`src/rtl/in_port_pkg.sv`:
```
// -----------------------------------------------------------------------------
// in_port_pkg
// Shared types and constants for the switch/button input front end.
//   deb_state_t : debounce FSM states (IDLE, PRESS_WAIT, PRESSED, RELEASE_WAIT)
//   IN_DATA_W   : default width of the switch bus and captured word
//   norm_btn()  : maps the raw button level onto an active-high "pressed" level
// -----------------------------------------------------------------------------
package in_port_pkg;

  localparam int IN_DATA_W = 16;

  typedef enum logic [1:0] {
    IDLE         = 2'd0,
    PRESS_WAIT   = 2'd1,
    PRESSED      = 2'd2,
    RELEASE_WAIT = 2'd3
  } deb_state_t;

  function automatic logic norm_btn(input logic raw, input bit active_low);
    return active_low ? ~raw : raw;
  endfunction

endpackage

```
`src/rtl/sync_2ff.sv`:
```
// -----------------------------------------------------------------------------
// sync_2ff
// Two-flop synchronizer for signals asynchronous to clk. Each bit is
// synchronized independently; multi-bit buses must be quasi-static while
// they are being sampled (slide switches are).
// Ports:
//   clk   : destination clock
//   rst_n : asynchronous active-low reset, both stages load RST_VAL
//   d     : asynchronous input
//   q     : synchronized output (two clk edges of latency)
// -----------------------------------------------------------------------------
module sync_2ff #(
  parameter int           W       = 1,
  parameter logic [W-1:0] RST_VAL = '0
) (
  input  logic         clk,
  input  logic         rst_n,
  input  logic [W-1:0] d,
  output logic [W-1:0] q
);

  logic [W-1:0] meta;

  always_ff @(posedge clk or negedge rst_n) begin
    if (!rst_n) begin
      meta <= RST_VAL;
      q    <= RST_VAL;
    end else begin
      meta <= d;
      q    <= meta;
    end
  end

endmodule

```
`src/rtl/in_debounce_latch.sv`:
```
// -----------------------------------------------------------------------------
// in_debounce_latch
// Front end upstream of the CPU IN path. Synchronizes the raw switch bus and
// push-button, debounces the button, and captures the switch value once per
// accepted press into a single holding register with a valid/read handshake.
//
// Optional feature (compile-time macro IN_AUTOREPEAT_EN): while the button is
// held in PRESSED, an extra capture is issued every REPEAT_CYCLES cycles.
// Without the macro no repeat counter exists.
//
// Ports:
//   clk         : system clock, rising edge
//   rst_n       : asynchronous active-low reset, clears all state and outputs
//   switches    : raw slide switches (asynchronous)
//   button_in   : raw push-button (asynchronous, bouncing)
//   rd_en       : CPU read strobe, consumes the held word
//   data_out    : captured switch value
//   data_valid  : data_out holds an unread word
//   overrun     : sticky, an unread word was overwritten (cleared by a read)
//   press_pulse : one-cycle strobe on every capture
//
// Handshake: a word is offered while data_valid=1; it is consumed on any
// cycle where rd_en=1 and data_valid=1, and data_valid drops on the next edge
// unless a capture lands on that same edge, in which case the new word is
// offered immediately and overrun is cleared (the old word was read).
// rd_en while data_valid=0 has no effect. data_out is never cleared by reads.
// -----------------------------------------------------------------------------
module in_debounce_latch
  import in_port_pkg::*;
#(
  parameter int DATA_W         = IN_DATA_W,
  parameter int DEB_CYCLES     = 50000,
  parameter int BTN_ACTIVE_LOW = 1,
  parameter int REPEAT_CYCLES  = 25000000
) (
  input  logic              clk,
  input  logic              rst_n,
  input  logic [DATA_W-1:0] switches,
  input  logic              button_in,
  input  logic              rd_en,
  output logic [DATA_W-1:0] data_out,
  output logic              data_valid,
  output logic              overrun,
  output logic              press_pulse
);

  localparam int              CNT_W    = (DEB_CYCLES > 1) ? $clog2(DEB_CYCLES) : 1;
  localparam logic [CNT_W-1:0] CNT_LAST = CNT_W'(DEB_CYCLES - 1);
  // Button synchronizer resets to the idle (released) raw level so that
  // leaving reset never looks like a press.
  localparam logic            BTN_IDLE = (BTN_ACTIVE_LOW != 0) ? 1'b1 : 1'b0;

  generate
    if (DEB_CYCLES < 2 || REPEAT_CYCLES < 1) begin : g_bad_param
      $error("in_debounce_latch: DEB_CYCLES must be >= 2 and REPEAT_CYCLES >= 1");
    end
  endgenerate

  // ---------------------------------------------------------------------------
  // Synchronization
  // ---------------------------------------------------------------------------
  logic              btn_sync;
  logic              btn_s;
  logic [DATA_W-1:0] sw_s;

  sync_2ff #(.W(1), .RST_VAL(BTN_IDLE)) u_sync_btn (
    .clk   (clk),
    .rst_n (rst_n),
    .d     (button_in),
    .q     (btn_sync)
  );

  sync_2ff #(.W(DATA_W), .RST_VAL('0)) u_sync_sw (
    .clk   (clk),
    .rst_n (rst_n),
    .d     (switches),
    .q     (sw_s)
  );

  assign btn_s = norm_btn(btn_sync, BTN_ACTIVE_LOW != 0);

  // ---------------------------------------------------------------------------
  // Debounce FSM. cnt restarts on every state change; the wait states leave
  // on cnt==CNT_LAST so cnt never wraps.
  // ---------------------------------------------------------------------------
  deb_state_t       state;
  logic [CNT_W-1:0] cnt;
  logic             cap_press;
  logic             cap_rpt;
  logic             capture;

  assign cap_press = (state == PRESS_WAIT) && btn_s && (cnt == CNT_LAST);

`ifdef IN_AUTOREPEAT_EN
  localparam int              RPT_W    = (REPEAT_CYCLES > 1) ? $clog2(REPEAT_CYCLES) : 1;
  localparam logic [RPT_W-1:0] RPT_LAST = RPT_W'(REPEAT_CYCLES - 1);
  logic [RPT_W-1:0] rpt;

  // Counts cycles spent holding in PRESSED; anything else restarts it, so the
  // first repeat lands REPEAT_CYCLES after the initial capture.
  assign cap_rpt = (state == PRESSED) && btn_s && (rpt == RPT_LAST);
`else
  assign cap_rpt = 1'b0;
`endif

  assign capture = cap_press | cap_rpt;

  always_ff @(posedge clk or negedge rst_n) begin
    if (!rst_n) begin
      state <= IDLE;
      cnt   <= '0;
`ifdef IN_AUTOREPEAT_EN
      rpt   <= '0;
`endif
    end else begin
      case (state)
        IDLE: begin
          if (btn_s) begin
            state <= PRESS_WAIT;
            cnt   <= '0;
          end
        end
        PRESS_WAIT: begin
          if (!btn_s) begin
            state <= IDLE;
            cnt   <= '0;
          end else if (cnt == CNT_LAST) begin
            state <= PRESSED;
            cnt   <= '0;
          end else begin
            cnt <= cnt + 1'b1;
          end
        end
        PRESSED: begin
          if (!btn_s) begin
            state <= RELEASE_WAIT;
            cnt   <= '0;
          end
        end
        RELEASE_WAIT: begin
          if (btn_s) begin
            // Bounce during release: back to held, no new capture.
            state <= PRESSED;
            cnt   <= '0;
          end else if (cnt == CNT_LAST) begin
            state <= IDLE;
            cnt   <= '0;
          end else begin
            cnt <= cnt + 1'b1;
          end
        end
        default: begin
          state <= IDLE;
          cnt   <= '0;
        end
      endcase

`ifdef IN_AUTOREPEAT_EN
      if (state == PRESSED && btn_s) begin
        rpt <= (rpt == RPT_LAST) ? '0 : rpt + 1'b1;
      end else begin
        rpt <= '0;
      end
`endif
    end
  end

  // ---------------------------------------------------------------------------
  // Holding register and handshake
  // ---------------------------------------------------------------------------
  always_ff @(posedge clk or negedge rst_n) begin
    if (!rst_n) begin
      data_out    <= '0;
      data_valid  <= 1'b0;
      overrun     <= 1'b0;
      press_pulse <= 1'b0;
    end else begin
      press_pulse <= capture;
      if (capture) begin
        data_out   <= sw_s;
        data_valid <= 1'b1;
        // Overwriting an unread word is an overrun unless it is read on this
        // very edge; with nothing held, overrun is already 0.
        overrun    <= data_valid && !rd_en;
      end else if (rd_en && data_valid) begin
        data_valid <= 1'b0;
        overrun    <= 1'b0;
      end
    end
  end

endmodule

```
`config.mk`:
```
export PLATFORM = sky130hd
export DESIGN_NAME = in_debounce_latch
export DESIGN_NICKNAME = d
export VERILOG_FILES = /design/src/rtl/in_port_pkg.sv /design/src/rtl/sync_2ff.sv /design/src/rtl/in_debounce_latch.sv
export SDC_FILE = /design/constraint.sdc
export NUM_CORES = 1
export LEC_CHECK = 0
export CORE_MARGIN = 2
export CORE_UTILIZATION = 53
export CTS_CLUSTER_DIAMETER = 150
export DETAILED_ROUTE_END_ITERATION = 10
export PLACE_DENSITY = 0.87
export RECOVER_POWER = 25
export SLEW_MARGIN = 20
export SYNTH_ARGS = -nofsm -noshare
export SYNTH_HDL_FRONTEND = slang
export SYNTH_SLANG_ARGS = --single-unit
```
`constraint.sdc`:
```
create_clock -name clk -period 2.4 [get_ports clk]
set_input_delay 0.36 -clock clk [delete_from_list [all_inputs] [get_ports clk]]
set_output_delay 0.36 -clock clk [all_outputs]
set_load 0.1 [all_outputs]
```
* Word-level counts from Yosys, hierarchy flattened *
Index checks and enable logic that the tools add are counted.

operators by class
  add/sub/neg operators = 1
  equal/unequal tests = 8
  mux-type cells = 16
  bitwise operators = 1
  reductions and logical operators = 9

operators by type and width
  cell                   count
  $mux 16                5
  $pmux 16 s4            1
  $add 16x1->16 const B  1
  $eq 16x16->1 const B   1
  $mux 2                 6
  $pmux 2 s4             1
  $eq 2x2->1 const B     2
  $logic_and 1x1->1      4
  $reduce_and 4->1       1
  $mux 1                 3
  $ne 3x1->1 const B     1
  $ne 3x3->1 const B     1
  $eq 2x1->1 const B     1
  $logic_not 2->1        1
  $ne 2x1->1 const B     1
  $ne 2x2->1 const B     1
  $reduce_and 2->1       1
  $reduce_bool 2->1      1
  $logic_not 1->1        1
  $not 1->1              1

storage, ports and cells
  bits in registers = 71
  input bits = 20
  word-level logic and storage cells = 45

* Logic depth before layout (Yosys ltp) *
  depth after elaboration = 4
  gate-level depth with buffers = 8
  mapped depth without buffers = 5

* Hierarchy *
From an unflattened synthesis, not the netlist that was laid out.

second synthesis, totals
  cells, all modules = 198
  area, all modules = 2660.1 um2

modules (own cells, without submodules)
  module                  times used  cells each  area an instance (um2)
  in_debounce_latch       1           164         1806.7
  sync_2ff at u_sync_sw   1           32          800.8
  sync_2ff at u_sync_btn  1           2           52.6

* Least setup slack after synthesis *
Ideal clock, no wire load.

  path kind = reg2reg
  from = register cnt[0]
  to = register data_out[10]
  arrival time = 1.839 ns
  required time = 2.275 ns
  slack = 0.436 ns
  stages on the path, launching flop included = 9
  cells stage by stage = dfrtp_1 > ha_1 > buf_6 > and4_1 > nand4_2 > or3_1 > buf_6 > buf_12 > mux2_4

between the ends
  word-level cells in the longest chain between the ends = 2

RTL lines
  item                    RTL line                  text
  from (decl)             in_debounce_latch.sv:87   logic [CNT_W-1:0] cnt;
  from (signal assigned)  in_debounce_latch.sv:131  cnt <= cnt + 1'b1;
  from (signal assigned)  in_debounce_latch.sv:149  cnt <= cnt + 1'b1;
  $eq 16x16->1            in_debounce_latch.sv:92   assign cap_press = (state == PRESS_WAIT) && btn_s && (cnt == CNT_LAST);
  $logic_and 1x1->1       in_debounce_latch.sv:92
  to (signal assigned)    in_debounce_latch.sv:180  data_out <= sw_s;
  to (decl)               in_debounce_latch.sv:41   output logic [DATA_W-1:0] data_out,

No other way between the ends.
A chain may end at the register's enable or synchronous reset.

* Worst setup path in the final report *
  from = register cnt[1]
  to = register data_out[13]

Same word-level chain as after synthesis.

==> impl_metrics.tcl <==
set metrics [dict create \
    syn_nets 218 \
    holdPathStages 0 \
    critPathArrivalTime_ns 2.33 \
    fin_setup_tns_ns 0 \
    gp_congestion 0.879 \
    htreeDepth 3 \
    crit_family "simple AND/OR/NAND/NOR gates" \
    clock_skew_ns 0.00808 \
    ios 39 \
    cts_sinks 71 \
    vias_per_cell 5.59 \
    dp_hpwl_um 3110 \
    ant_nets 0 \
    worst_setup_path_end_kind "register" \
    switching_share 0.216 \
    numCtsBuffers 9 \
    synth_edf_count 0 \
    tightest_slew_ns 0.681 \
    clock_path_buffers 2 \
    ys.flop_type "dfrtp_1" \
    slowest_delay_ns 0.37 \
    clk_pin_slew_ns 0.07 \
    postCtsSetupRepairBufs 0 \
    seq_area_frac_synth 0.650 \
    diodes 0 \
    hp-class "register to register" \
    wl_um 4820 \
    drt_first_iter_violations 157 \
    die_h_um 75.9 \
    synth.distinct_cells 42 \
    worstPathRequired_ns 2.62 \
    die_w_um 75.9 \
    r2r_start "cnt[1]" \
    dr_total_vias 1754 \
    ctsRootBufferMaster "clkbuf_8" \
    port_buffers 38 \
    rrSetupSlack_ns 0.29 \
    cts_tree "yes" \
    setup_violations 0 \
    p_clk_frac 0.395 \
    crit_chain "ha_1, and4_1, nand4_2, or3_1, buf_4, mux2_4" \
    drt_pass1_iterations 4 \
    track_usage 0.200 \
    p_leak_nw 1.56 \
    synthArstFlopShare 1.00 \
    powerDensity_nw_per_um2 671 \
    rsz0062_at_grt "no" \
    synth_area_per_cell_um2 13.9 \
    synth_seq_cells 71 \
    drv_cap 0 \
    start_util 0.543 \
    cts_resized 0 \
    status "complete, no violations" \
    relSlewSlack 0.546 \
    slowest_stage "dfrtp_1" \
    std_cell_rows 26 \
    drc_errors 0 \
    reg2reg_depth 6 \
    yosys_warnings 0 \
    fmax_ghz 0.475 \
    grt_max_degree 60 \
    grt_pass1_wl_um 8220 \
    p_int_mw 1.75 \
    p_comb_frac 0.042 \
    final_nets 261 \
    r2r_end "data_out[13]" \
    fin_crit_ns 2.11 \
    cp_num_buf_inv 1 \
    sequentialPowerShare 0.563 \
    die_area_um2 5760 \
    finalMaxSlewViolations 0 \
    worstSetupPathType "register to register" \
    synthCells 197 \
    syn2layout_area_growth_pct 21.5 \
    grt_antenna_before_repair 0 \
    start_kind "register" \
    fillers 347 \
    worstPathMaxFanout 18 \
    grt.overflow.total 0 \
    grt_pass1_vias 1690 \
    min_to "u_sync_sw.q[14]" \
    hold_viol 0 \
    netlist_area_um2 2740 \
    min_from "u_sync_sw.meta[14]" \
    p_sw_uw 482 \
    timing.final.crit_share 0.878 \
    p_total_mw 2.23 \
    core_area_um2 5040 \
    clock_latency_ns 0.34 \
    drive_above_1_share 0.283 \
    wire_per_inst_um 15.4 \
    ir_drop_uv 558 \
    hold_buffers 1 \
]
[state kept, by name (all words and copies together), names as in the netlist, named ones only]
signal and count:
u_sync_btn.q 1, overrun 1, cnt 16, state 1, u_sync_sw.q 16, press_pulse 1
u_sync_sw.meta 16, u_sync_btn.meta 1, data_out 16, data_valid 1
[cell usage after synthesis, types with 2 or more instances]
library cell | number | area [um^2]
nand2b_1 | 2 | 12.5
inv_1 | 4 | 15.0
nor4b_1 | 3 | 26.3
buf_6 | 2 | 22.5
a221o_1 | 2 | 20.0
dfrtp_1 | 69 | 1730
and4bb_2 | 2 | 25.0
and3_2 | 2 | 15.0
nor2_1 | 4 | 15.0
a21oi_1 | 2 | 10.0
mux2_4 | 8 | 120
nand4_1 | 5 | 31.3
and4_1 | 4 | 35.0
o21ai_0 | 2 | 10.0
nand3_1 | 10 | 50.1
mux2_2 | 9 | 101
clkbuf_1 | 9 | 33.8
a22o_1 | 2 | 17.5
nand2_1 | 7 | 26.3
a41oi_1 | 5 | 43.8
and2_1 | 4 | 25.0
dfstp_2 | 2 | 52.6
and3_1 | 5 | 31.3
a31oi_1 | 15 | 93.8
[kinds of logic after synthesis]
group                      Yosys count  synth area share
AOI/OAI and AO/OA                   34            0.0900
xor gates and xnor gates             1           0.00320
adders and majority gates            1           0.00457
buffers and inverters               17            0.0347
DFF                                 71             0.650
muxes                               17            0.0809
and+or+nand+nor                     56             0.137
[power groups by stage]
stage          Clock [mW]  Sequential, mW  Combinational [mW]
2_1_floorplan           0            1.27              0.0345
3_3_place_gp            0            1.28              0.0961
3_5_place_dp            0            1.28              0.0992
4_1_cts             0.905            1.26               0.102
5_1_grt             0.966            1.26               0.108
6_report            0.882            1.26              0.0938
[how the worst max path moves through the flow]
stage,startpoint,to,slack [ns],depth (start not counted)
floorplan,cnt[0],data_out[10],0.44,8
global placement,cnt[0],data_out[13],0.38,6
detailed placement,cnt[0],data_out[13],0.30,6
CTS,cnt[0],data_out[13],0.30,6
global route,cnt[1],data_out[13],0.19,6
finish,cnt[1],data_out[13],0.29,6
[metrics by stage]
stage,hold WS (ns),std cells,utilization,setup WS (ns),cell area [um^2]
floorplan,0.0644,197,-,0.436,2740
global placement,0.256,298,0.621,0.377,3130
detailed placement,0.258,298,0.621,0.305,3130
CTS,0.351,314,0.660,0.296,3330
global route,0.353,314,0.660,0.186,3330
finish,0.347,314,0.660,0.294,3330
[layout make-up]
class	instances	area (um^2)	area share
clock buffers	9	124	0.0372
clock inverters	6	62.6	0.0188
inverters	4	15.0	0.00451
multi-input cells	109	863	0.260
flip-flops and latches	71	1780	0.535
well taps	70	87.6	0.0263
repair buffers	45	394	0.119
[cells in the final DEF (no fill, tap or decap), types with 3 or more instances in the layout]
cell            n
dfrtp_1        69
buf_4          24
dlygate4sd3_1  18
a31oi_1        15
nand3_1        10
mux2_2          9
clkbuf_8        9
mux2_4          8
nand2_1         7
and3_1          5
nand4_1         5
a41oi_1         5
and2_1          4
and4_1          4
nor2_1          4
inv_1           4
nor4b_1         3
clkinv_2        3
[worst register-to-register path, stage by stage (launching register included)]
cell	delay, ns
dfrtp_1	0.37
ha_1	0.35
and4_1	0.25
nand4_2	0.14
or3_1	0.32
buf_4	0.23
mux2_4	0.32
[layer usage]
metal / share of wire / global-route usage / wire length, um
met1: 0.42 / 0.259 / 2010
met5: 0 / 0 / 0
met4: 0.019 / 0.0916 / 90
met3: 0.064 / 0.0754 / 307
met2: 0.50 / 0.301 / 2410
Power figures use the tool's default switching activity.
==> RTL change 1: new RTL, config.mk and constraints unchanged <==
Re-encode `deb_state_t` (4 states) as one-hot, 4 bits wide.
--- a/src/rtl/in_port_pkg.sv
+++ b/src/rtl/in_port_pkg.sv
@@ -9,11 +9,11 @@
 
   localparam int IN_DATA_W = 16;
 
-  typedef enum logic [1:0] {
-    IDLE         = 2'd0,
-    PRESS_WAIT   = 2'd1,
-    PRESSED      = 2'd2,
-    RELEASE_WAIT = 2'd3
+  typedef enum logic [3:0] {
+    IDLE         = 4'b0001,
+    PRESS_WAIT   = 4'b0010,
+    PRESSED      = 4'b0100,
+    RELEASE_WAIT = 4'b1000
   } deb_state_t;
 
   function automatic logic norm_btn(input logic raw, input bit active_low);
Formal check against the unedited RTL: same outputs for any inputs over 10 cycles, from zero or initial values and one cycle with rst_n low; not proved beyond that.
==> RTL change 1 against the original RTL <==
Hold slack better by 0.0074 ns; count of clock-buffer cells in the layout up 1; cell count up 8.9%; routed wire length up 14%; critical path depth unchanged; worst setup slack worse by 0.13 ns; sequential cell count up 2; design area up 4.4%; die area up 2.3%; fmax down 5.9%; total power up 12%; area after synthesis up 2.5%; largest cell class unchanged.
==> RTL change 1: results (changes against the original RTL) <==
| Metric | Value |
|---|---|
| Fin Hold WS | `0.355 ns (+0.00739 ns)` |
| Met3 wire length | `331 um (+7.8%)` |
| Post-synth top cells | `dfrtp_1, mux2_2, nand2_1` |
| First-pass GRT wire length | `9110 um (+11%)` |
| Final Cycle Share | `0.933 (+0.0551)` |
| Clk_skew | `0.00682 ns (-0.00126 ns)` |
| Setup slack, reg-to-reg | `0.16 ns (-0.13 ns)` |
| RD Place Congestion | `0.833 (-5.3%)` |
| Lkg Pwr | `1.59 nW (+1.3%)` |
| Met2 WL | `2750 um (+14%)` |
| Placed cell count | `325 (+9.1%)` |
| All-Layer GR Usage | `0.203 (+0.00278)` |
| DP Wirelength | `3470 um (+12%)` |
| Non-Filler Instances | `342 (+8.9%)` |
| Crit path from | `cnt[0]` |
| Wirelength per Cell | `16.1 um (+5.0%)` |
| Slew HR | `0.166 (-0.380)` |
| DR vias | `1917 (+9.3%)` |
| Place WS | `0.218 ns (-0.0865 ns)` |
| Post-synthesis sequential area ratio | `0.653 (+0.00263)` |
| Wire length on met1 | `2320 um (+15%)` |
| Status | `complete, no violations` |
| Share of post-route cells with drive strength above 1 | `0.235 (-0.0475)` |
| Number of DRC markers in iteration 0 | `150 (-4.5%)` |
| CORE AREA | `5110 um^2 (+1.3%)` |
| Final nets | `289 (+11%)` |
| Largest net degree at the start of global routing | `32 (-47%)` |
| Post-DP Area | `3230 um^2 (+3.3%)` |
| Top cells by area, synth | `dfrtp_1, mux2_2, dfstp_2, o21ai_0, a21oi_1` |
-- RTL change 1: changes by cell type after synthesis, sizes merged, moves of 6 or more --
cell,delta
a21oi,+8
o21ai,+11
nor2,+6
a31oi,-7
nor3,+8
-- RTL change 1: where the power goes --
group	switching, mW	leakage (nW)	internal [mW]	total, mW
clock	0.457	0.113	0.617	1.07
sequential	0.0301	0.929	1.27	1.30
combinational	0.0751	0.543	0.0569	0.132
-- RTL change 1: logic make-up (layout without fill, tap and decap cells) --
group | count (synthesis) | count (layout) | share of synthesized area
fa+ha+maj | 2 | 2 | 0.00892
simple gates | 70 | 70 | 0.149
compound gates | 41 | 41 | 0.0865
flops | 73 | 73 | 0.653
xor+xnor | 1 | 1 | 0.00312
buf+inv | 14 | 67 | 0.0281
mux | 18 | 18 | 0.0714
-- RTL change 1: cell type report --
class	count	area (um^2)
sequential	73	1830
fill	335	1640
multi-input combinational	132	896
timing repair buffer	45	407
clock buffer	10	138
clock inverter	6	90.1
tap	70	87.6
inverter	6	22.5
-- RTL change 1: worst max-delay path: stages (launching register included) --
cell and delay (ns):
dfrtp_1 0.47, ha_1 0.25, nand3_1 0.20, or3_1 0.45, nor3_4 0.22, buf_12 0.19, mux2_2 0.36
-- RTL change 1: timing repair --
action,4_1_cts,5_1_grt
setup endpoints to repair,0,0
hold buffers,1,0
resized for setup,0,0
hold endpoints to repair,20,0
-- RTL change 1: final timing paths --
kind                                   to  cells after the start
hold / removal             u_sync_sw.q[3]                      0
min in group asynchronous     data_out[6]                      2
setup / recovery             data_out[14]                      6
hold reg to reg            u_sync_sw.q[3]                      0
max in group asynchronous    data_out[13]                      3
setup reg to reg             data_out[14]                      6
-- RTL change 1: layer usage --
layer | track usage | vias up
li1 | - | 882
met1 | 0.256 | 945
met2 | 0.330 | 77
met3 | 0.0600 | 13
met4 | 0.0818 | 0
met5 | 0 | -
==> RTL change 2: new RTL, same flow settings <==
Without the edit above. The option `IN_AUTOREPEAT_EN` is turned on by a define.
--- a/src/rtl/in_debounce_latch.sv
+++ b/src/rtl/in_debounce_latch.sv
@@ -25,6 +25,8 @@
 // offered immediately and overrun is cleared (the old word was read).
 // rd_en while data_valid=0 has no effect. data_out is never cleared by reads.
 // -----------------------------------------------------------------------------
+`define IN_AUTOREPEAT_EN
+
 module in_debounce_latch
   import in_port_pkg::*;
 #(
Formal check against the unedited RTL: no difference found for any inputs over 10 cycles, from zero or initial values and one cycle with rst_n low; that may be too few to reach the edited logic, so the function may still have changed.
==> RTL change 2 against the original RTL <==
Total power grew 47%; hold slack gained 0.0076 ns; worst setup slack lost 0.23 ns; synthesized cell count grew 71%; cell count grew 57%; largest cell class unchanged; highest routed layer unchanged; non-clock buffer count grew 8; critical path type unchanged; sequential share of layout area shrank 2.9 points; routed wire length grew 72%; area after synthesis grew 46%; combinational power grew to 4.6 times the old value; fmax shrank 9.9%; sequential cell count grew 25; design area grew 43%.
==> RTL change 2: results (changes against the original RTL) <==
| Metric | Value |
|---|---|
| Post-DP Area | `4520 um^2 (+44%)` |
| Wirelength per Cell | `16.8 um (+9.7%)` |
| Wire length on met1 | `3530 um (+75%)` |
| Met2 Usage GRT | `0.346 (+0.0450)` |
| Top cells by area, synth | `dfrtp_1, mux2_4, xnor2_1, nor2_1, mux2_2` |
| Top cell type's share of synthesized area | `0.589 (-0.0417)` |
| Post-synth top cells | `dfrtp_1, nor2_1, nand2_1` |
| Clk pin slew, worst setup/hold paths | `0.10 ns (+0.03 ns)` |
| Critical Path AT | `2.59 ns (+0.26 ns)` |
| Met3 Usage GRT | `0.0326 (-0.0428)` |
| Clk_skew | `0.00961 ns (+0.00153 ns)` |
| Post-synthesis mux area share | `0.0576 (-0.0233)` |
| Status | `complete, no violations` |
| Largest net degree at the start of global routing | `47 (-22%)` |
| Post-synthesis sequential area ratio | `0.602 (-0.0478)` |
| All-Layer GR Usage | `0.214 (+0.0142)` |
| TritonRoute pass-1 iters | `5 (+1)` |
| Met3 wire length | `460 um (+50%)` |
| Met2 WL | `4030 um (+67%)` |
| Lkg Pwr | `1.99 nW (+27%)` |
| Share of post-route cells with drive strength above 1 | `0.198 (-0.0843)` |
| Reg-to-reg startpoint | `cnt[4]` |
| CTS resizes | `1 (+1)` |
| Critical-path top delay cell | `or4b_2` |
| Syn nets | `358 (+64%)` |
| Vias in the first global route | `2869 (+70%)` |
| Hold Path Origin | `u_sync_sw.meta[11]` |
| Yosys cell types | `48 (+14%)` |
| Place WS | `0.0522 ns (-0.253 ns)` |
| VDD IR max | `0.315 mV (-44%)` |
| XOR/XNOR Fraction of Synth Area | `0.0351 (+0.0319)` |
| Setup slack, reg-to-reg | `0.06 ns (-0.23 ns)` |
| Post-Synth Adder-Cell Area | `0.00627 (+0.00170)` |
| RD Place Congestion | `0.867 (-1.4%)` |
| Slew HR | `0.472 (-0.0738)` |
| Fin Hold WS | `0.355 ns (+0.00763 ns)` |
| DP Wirelength | `5470 um (+76%)` |
| Filler Cells Inserted | `516 (+49%)` |
| Number of DRC markers in iteration 0 | `219 (+39%)` |
| Longest individual stage delay on the worst path | `0.71 ns (+0.34 ns)` |
## RTL change 2: cell types whose count changed after synthesis, moves of 6 or more
cell     delta
dfrtp_1    +25
nand4_1     +8
o31ai_1    +11
nand2_1    +15
nor4_1     +11
or4_1      +12
xnor2_1    +11
nor2_1     +23
nor3_1      +6
a21oi_1     +7
## RTL change 2: where the power goes
| group | switching [mW] | leakage (nW) | internal [mW] |
|---|---|---|---|
| sequential | 0.0571 | 1.25 | 1.68 |
| combinational | 0.295 | 0.627 | 0.134 |
| clock | 0.581 | 0.105 | 0.526 |
## RTL change 2: per-stage QoR
stage                     utilization  total power, mW  instances
final                           0.651             3.28        492
after global routing            0.651             3.42        492
after CTS                       0.650             3.29        492
after detailed placement        0.619             2.20        475
after global placement          0.619             2.17        475
after floorplan                     -             2.03        336
## RTL change 2: layout make-up
type,instances,share of cell area
multi-input cells,219,0.317
repair buffers,53,0.0985
flip-flops and latches,96,0.506
inverters,9,0.00711
clock buffers,10,0.0290
clock inverters,6,0.0158
well taps,99,0.0261
